<file path="config.mk">
export PLATFORM = sky130hd
export DESIGN_NAME = int2float_pipe
export DESIGN_NICKNAME = d
export VERILOG_FILES = /design/src/rtl/int2float_pipe.sv
export SDC_FILE = /design/constraint.sdc
export NUM_CORES = 1
export LEC_CHECK = 0
export ABC_AREA = 1
export CAP_MARGIN = 10
export CORE_MARGIN = 5
export CORE_UTILIZATION = 58
export DETAILED_ROUTE_END_ITERATION = 10
export PLACE_DENSITY = 0.84
export SKIP_LAST_GASP = 1
export SLEW_MARGIN = 40
export SYNTH_ARGS = -nofsm -noshare
export SYNTH_HDL_FRONTEND = slang
export SYNTH_SLANG_ARGS = --single-unit
</file>
<file path="constraint.sdc">
create_clock -name clk -period 5.85 [get_ports clk]
set_input_delay 0.8775 -clock clk [delete_from_list [all_inputs] [get_ports clk]]
set_output_delay 0.8775 -clock clk [all_outputs]
set_load 0.01 [all_outputs]
</file>
<file path="src/rtl/int2float_pipe.sv">
// ============================================================================
//  Module   : int2float_pipe
//  Purpose  : 3-stage valid/ready integer-to-minifloat converter with optional
//             signed mode, per-word truncate / round-to-nearest-even and saturation.
//  Revision : 1.0  initial release
// ============================================================================
`default_nettype none

module int2float_pipe #(
    parameter int IN_W   = 11,
    parameter int MAN_W  = 4,
    parameter int SIGNED = 0,
    localparam int EXP_W = $clog2(IN_W - SIGNED - MAN_W + 1),
    localparam int OUT_W = SIGNED + EXP_W + MAN_W
) (
    input  logic             clk,
    input  logic             rst,
    input  logic             in_valid,
    output logic             in_ready,
    input  logic [IN_W-1:0]  in_data,
    input  logic             in_rnd,
    output logic             out_valid,
    input  logic             out_ready,
    output logic [OUT_W-1:0] out_data,
    output logic             out_ovf,
    output logic             out_zero
);

    // Two spare exponent bits hold the "leading one at MSB of most-negative" and carry cases.
    localparam int XW = EXP_W + 2;
    localparam int PW = $clog2(IN_W);
    localparam logic [XW-1:0] EXP_MAX = XW'((1 << EXP_W) - 1);

    logic w_adv;

    logic             s1_vld_q, s1_vld_d, s1_sign_q, s1_sign_d;
    logic             s1_zero_q, s1_zero_d, s1_rnd_q, s1_rnd_d;
    logic [IN_W-1:0]  s1_mag_q, s1_mag_d;

    logic             s2_vld_q, s2_vld_d, s2_sign_q, s2_sign_d;
    logic             s2_zero_q, s2_zero_d, s2_rnd_q, s2_rnd_d;
    logic             s2_guard_q, s2_guard_d, s2_sticky_q, s2_sticky_d;
    logic [XW-1:0]    s2_exp_q, s2_exp_d;
    logic [MAN_W-1:0] s2_mant_q, s2_mant_d;

    logic             out_vld_q, out_vld_d, out_ovf_q, out_ovf_d;
    logic             out_zero_q, out_zero_d;
    logic [OUT_W-1:0] out_data_q, out_data_d;

    logic [PW-1:0]    w_lead;
    logic [IN_W-1:0]  w_frac;
    logic             w_small;
    logic             w_inc;
    logic [MAN_W:0]   w_sum;
    logic [XW-1:0]    w_exp_r;

    assign w_adv     = !out_vld_q | out_ready;
    assign in_ready  = w_adv;
    assign out_valid = out_vld_q;
    assign out_data  = out_data_q;
    assign out_ovf   = out_ovf_q;
    assign out_zero  = out_zero_q;

    // S1: capture operand and fold to magnitude (most negative maps to 2^(IN_W-1)).
    always_comb begin
        s1_vld_d  = s1_vld_q;
        s1_sign_d = s1_sign_q;
        s1_zero_d = s1_zero_q;
        s1_rnd_d  = s1_rnd_q;
        s1_mag_d  = s1_mag_q;
        if (w_adv) begin
            s1_vld_d = in_valid;
            if (in_valid) begin
                s1_rnd_d  = in_rnd;
                s1_zero_d = (in_data == '0);
                s1_sign_d = (SIGNED != 0) && in_data[IN_W-1];
                s1_mag_d  = s1_sign_d ? -in_data : in_data;
            end
        end
    end

    // S2: the normalising shift drops the implicit leading one off the top.
    always_comb begin
        w_lead = '0;
        for (int i = 0; i < IN_W; i++) begin
            if (s1_mag_q[i]) w_lead = PW'(i);
        end
        w_small = (s1_mag_q[IN_W-1:MAN_W] == '0);
        w_frac  = IN_W'({s1_mag_q, 1'b0} << (PW'(IN_W - 1) - w_lead));
    end

    always_comb begin
        s2_vld_d    = s2_vld_q;
        s2_sign_d   = s2_sign_q;
        s2_zero_d   = s2_zero_q;
        s2_rnd_d    = s2_rnd_q;
        s2_exp_d    = s2_exp_q;
        s2_mant_d   = s2_mant_q;
        s2_guard_d  = s2_guard_q;
        s2_sticky_d = s2_sticky_q;
        if (w_adv) begin
            s2_vld_d = s1_vld_q;
            if (s1_vld_q) begin
                s2_sign_d = s1_sign_q;
                s2_zero_d = s1_zero_q;
                s2_rnd_d  = s1_rnd_q;
                if (w_small) begin
                    s2_exp_d    = '0;
                    s2_mant_d   = s1_mag_q[MAN_W-1:0];
                    s2_guard_d  = 1'b0;
                    s2_sticky_d = 1'b0;
                end else begin
                    s2_exp_d    = XW'(w_lead) - XW'(MAN_W - 1);
                    s2_mant_d   = w_frac[IN_W-1 -: MAN_W];
                    s2_guard_d  = w_frac[IN_W-1-MAN_W];
                    s2_sticky_d = |w_frac[IN_W-2-MAN_W:0];
                end
            end
        end
    end

    // S3: round-to-nearest-even, carry into exponent, saturate past the top code.
    always_comb begin
        w_inc   = s2_rnd_q & s2_guard_q & (s2_sticky_q | s2_mant_q[0]);
        w_sum   = {1'b0, s2_mant_q} + (MAN_W + 1)'(w_inc);
        w_exp_r = s2_exp_q + XW'(w_sum[MAN_W]);

        out_vld_d  = out_vld_q;
        out_data_d = out_data_q;
        out_ovf_d  = out_ovf_q;
        out_zero_d = out_zero_q;
        if (w_adv) begin
            out_vld_d = s2_vld_q;
            if (s2_vld_q) begin
                out_zero_d = s2_zero_q;
                if (w_exp_r > EXP_MAX) begin
                    out_ovf_d  = 1'b1;
                    out_data_d = OUT_W'({s2_sign_q, {(EXP_W + MAN_W){1'b1}}});
                end else begin
                    out_ovf_d  = 1'b0;
                    out_data_d = OUT_W'({s2_sign_q, w_exp_r[EXP_W-1:0], w_sum[MAN_W-1:0]});
                end
            end
        end
    end

    always_ff @(posedge clk) begin
        if (rst) begin
            s1_vld_q    <= 1'b0;
            s1_sign_q   <= 1'b0;
            s1_zero_q   <= 1'b0;
            s1_rnd_q    <= 1'b0;
            s1_mag_q    <= '0;
            s2_vld_q    <= 1'b0;
            s2_sign_q   <= 1'b0;
            s2_zero_q   <= 1'b0;
            s2_rnd_q    <= 1'b0;
            s2_exp_q    <= '0;
            s2_mant_q   <= '0;
            s2_guard_q  <= 1'b0;
            s2_sticky_q <= 1'b0;
            out_vld_q   <= 1'b0;
            out_data_q  <= '0;
            out_ovf_q   <= 1'b0;
            out_zero_q  <= 1'b0;
        end else begin
            s1_vld_q    <= s1_vld_d;
            s1_sign_q   <= s1_sign_d;
            s1_zero_q   <= s1_zero_d;
            s1_rnd_q    <= s1_rnd_d;
            s1_mag_q    <= s1_mag_d;
            s2_vld_q    <= s2_vld_d;
            s2_sign_q   <= s2_sign_d;
            s2_zero_q   <= s2_zero_d;
            s2_rnd_q    <= s2_rnd_d;
            s2_exp_q    <= s2_exp_d;
            s2_mant_q   <= s2_mant_d;
            s2_guard_q  <= s2_guard_d;
            s2_sticky_q <= s2_sticky_d;
            out_vld_q   <= out_vld_d;
            out_data_q  <= out_data_d;
            out_ovf_q   <= out_ovf_d;
            out_zero_q  <= out_zero_d;
        end
    end

endmodule

`default_nettype wire

</file>
==> results.json <==
{
  "status": "completed",
  "drt_iter0_drc": 107,
  "vias": 1817,
  "layout-drive-gt1-share_pct": 7.99,
  "wl_met3_um": 196,
  "combPwrFrac_pct": 26.0,
  "yosysWarnings": 0,
  "cp.buffers_inverters": 3,
  "grt_antenna_before_repair": 0,
  "startpoint_type": "primary input",
  "clkPwrFrac_pct": 32.5,
  "tritoncts": "done",
  "wl_met2_um": 1850,
  "area_growth_pct": 19.5,
  "path_class": "primary input to primary output",
  "io_buffers": 26,
  "swShare_pct": 31.4,
  "ctsResizeCount": 0,
  "finalMaxSlewViolations": 0,
  "cts_hold_buf": 0,
  "finalCriticalPeriod_ps": 3070,
  "place_ws_ps": 2790,
  "gr-total-overflow": 0,
  "synth_top_area_share_pct": 39.4,
  "clk_latency_ps": 360,
  "critPathArrivalTime_ps": 2190,
  "hold_depth": 2,
  "avgSynthCellArea_um2": 7.35,
  "p_int_mw": 0.483,
  "final_nets": 308,
  "antenna_left": 0,
  "post_cts_buffers": 0,
  "total_leakage_power_nw": 1.02,
  "die_x_um": 67.7,
  "cts-root-buf": "clkbuf_4",
  "hold_viol_final": 0,
  "placementRows": 21,
  "core_region_area_um2": 3280,
  "wl_met1_um": 1980,
  "die_h_um": 67.7,
  "crit_slowest_cell": "clkdlybuf4s50_1",
  "clock_sinks": 38,
  "r2r_cells": 15,
  "rsz0062_at_grt": "no",
  "ios": 27,
  "whs_ps": 474,
  "drt_wl_total_um": 4130,
  "synth_ff_type": "dfxtp_1",
  "dp_hpwl_um": 2990,
  "grt_usage_pct": 20.4,
  "cellPowerDensity_nw_per_um2": 305,
  "synth_area_leaders": "dfxtp_1 (39%), nand2_1 (9.9%), a21oi_1 (6.7%)",
  "worstPathRequired_ps": 4970,
  "timing.critical_path.cells": "clkdlybuf4s50_1 > nor2_1 > inv_1 > clkdlybuf4s50_1",
  "worst_slew_pin_slew_ps": 645,
  "via_per_inst": 5.44,
  "cts.path.max_buffers": 2,
  "htree_levels": 2,
  "cp-end-kind": "primary output",
  "routed.top_layer": "met4",
  "max_clock_freq_ghz": 0.326,
  "yosys.cell_types.count": 28,
  "syn_area_um2": 1930,
  "drt-pass1-iter-count": 4,
  "post-synth-top-count-cell": "nand2_1",
  "switchingPower_mw": 0.221,
  "cp_num_cells": 4,
  "critPathMaxStageDelay_ps": 500,
  "fin_total_pwr_mw": 0.703,
  "antennaDiodeCount": 0,
  "fin_crit_sh_pct": 52.4,
  "synth-edff-count": 0,
  "seqPwrFrac_pct": 41.4,
  "dieArea_um2": 4580,
  "ys_ff_latch": 38,
  "gp_congestion": 0.850,
  "routedWlPerCell_um": 12.4,
  "synth_nets": 284,
  "cap_violations": 0,
  "tns_ps": 0,
  "holdCritPathClass": "flip-flop to flip-flop",
  "setup-violations-final": 0,
  "ys_top_cells_by_count": "nand2_1 (51), dfxtp_1 (38), inv_1 (27)",
  "path_common_cell": "clkdlybuf4s50_1",
  "synthCells": 263,
  "start_util_pct": 58.8,
  "synth.yosys.seq_area_share_pct": 39.4,
  "yosysTopAreaCell": "dfxtp_1",
  "route.detailed.drc": 0,
  "synthArstFlopShare_pct": 0,
  "setup_ws_ps": 2780,
  "maxSlewHeadroom_pct": 56.9,
  "cts_buffers": 5,
  "grt_pass1_vias": 1533,
  "clkSlewWorstSetupHoldPaths_ps": 110,
  "grt_max_degree": 26,
  "path_max_fanout": 5,
  "finalClockSkew_ps": 18.0,
  "vdd_drop_max_mv": 0.275,
  "crit_family": "buffers and inverters",
  "grt_pass1_wl_um": 7040
}
==> per-stage QoR <==
stage	cell area [µm²]	cells	utilization, %
6_report	2310	334	70.3
5_1_grt	2310	334	70.3
4_1_cts	2310	334	70.3
3_5_place_dp	2200	326	67.0
3_3_place_gp	2200	326	67.0
2_1_floorplan	1930	263	-
==> power groups by stage <==
stage               clock network [mW]  registers, mW  logic [mW]
finish                           0.229          0.291       0.183
global route                     0.245          0.294       0.209
CTS                              0.231          0.291       0.183
detailed placement                   0          0.297       0.181
global placement                     0          0.296       0.179
floorplan                            0          0.295       0.140
==> per-layer routing <==
metal,GRT usage [%],vias up
met5,0,-
met4,8.10,0
li1,-,948
met2,30.0,39
met1,28.2,820
met3,5.49,10
==> area by class of cell <==
type                       count  area, µm²
multi-input combinational    185       1010
timing repair buffer          26        260
clock inverter                 3       68.8
clock buffer                   5       37.5
inverter                      31        116
sequential                    38        761
fill                         277        976
tap                           46       57.6
==> final timing paths <==
check | from | to | slack, ps
worst max-delay path | out_ready | in_ready | 2780
worst min-delay path | s1_vld_q | s1_vld_q | 470
worst max register to register | s1_mag_q[5] | s2_mant_q[2] | 3290
worst min register to register | s1_vld_q | s1_vld_q | 470
==> cell families (layout without fill, tap and decap cells) <==
kind of cell	Yosys count	after routing	share of synthesized area, %
simple gates	107	107	25.2
compound gates	68	68	21.0
buf+inv	40	65	8.48
flops	38	38	39.4
fa+ha+maj	5	5	3.24
xor+xnor	5	5	2.66
==> placed cells by master, fill, tap and decap left out, drive strengths merged <==
cell	n
o221ai	7
a21oi	29
a31oi	1
xnor2	1
bufinv	2
o211a	2
nand2	55
ha	5
clkinv	1
nor3	4
nor4	3
clkbuf	5
xor2	4
nand3b	2
inv	31
o21ai	25
clkdlybuf4s50	26
o211ai	4
nand4	3
nand3	24
nor2	16
dfxtp	38
==> sequential cells by signal, indices dropped and copies added, names as in the netlist <==
register / flops
out_data: 7
out_ovf: 1
s1_mag_q: 11
s2_exp_q: 5
s2_vld_q: 1
out_valid: 1
s2_sticky_q: 1
out_zero: 1
s1_zero_q: 1
s2_mant_q: 4
s2_rnd_q: 1
s1_vld_q: 1
s2_guard_q: 1
s1_rnd_q: 1
s2_zero_q: 1
==> worst reg2reg max path: cells and delay by family (launching register included) <==
kind / cells / cell delay [ps]
adders and majority gates: 1 / 480
buffers and inverters: 3 / 440
DFF: 1 / 420
AOI/OAI and AO/OA: 4 / 590
and+or+nand+nor: 7 / 490
(Power assumes the default switching activity.)
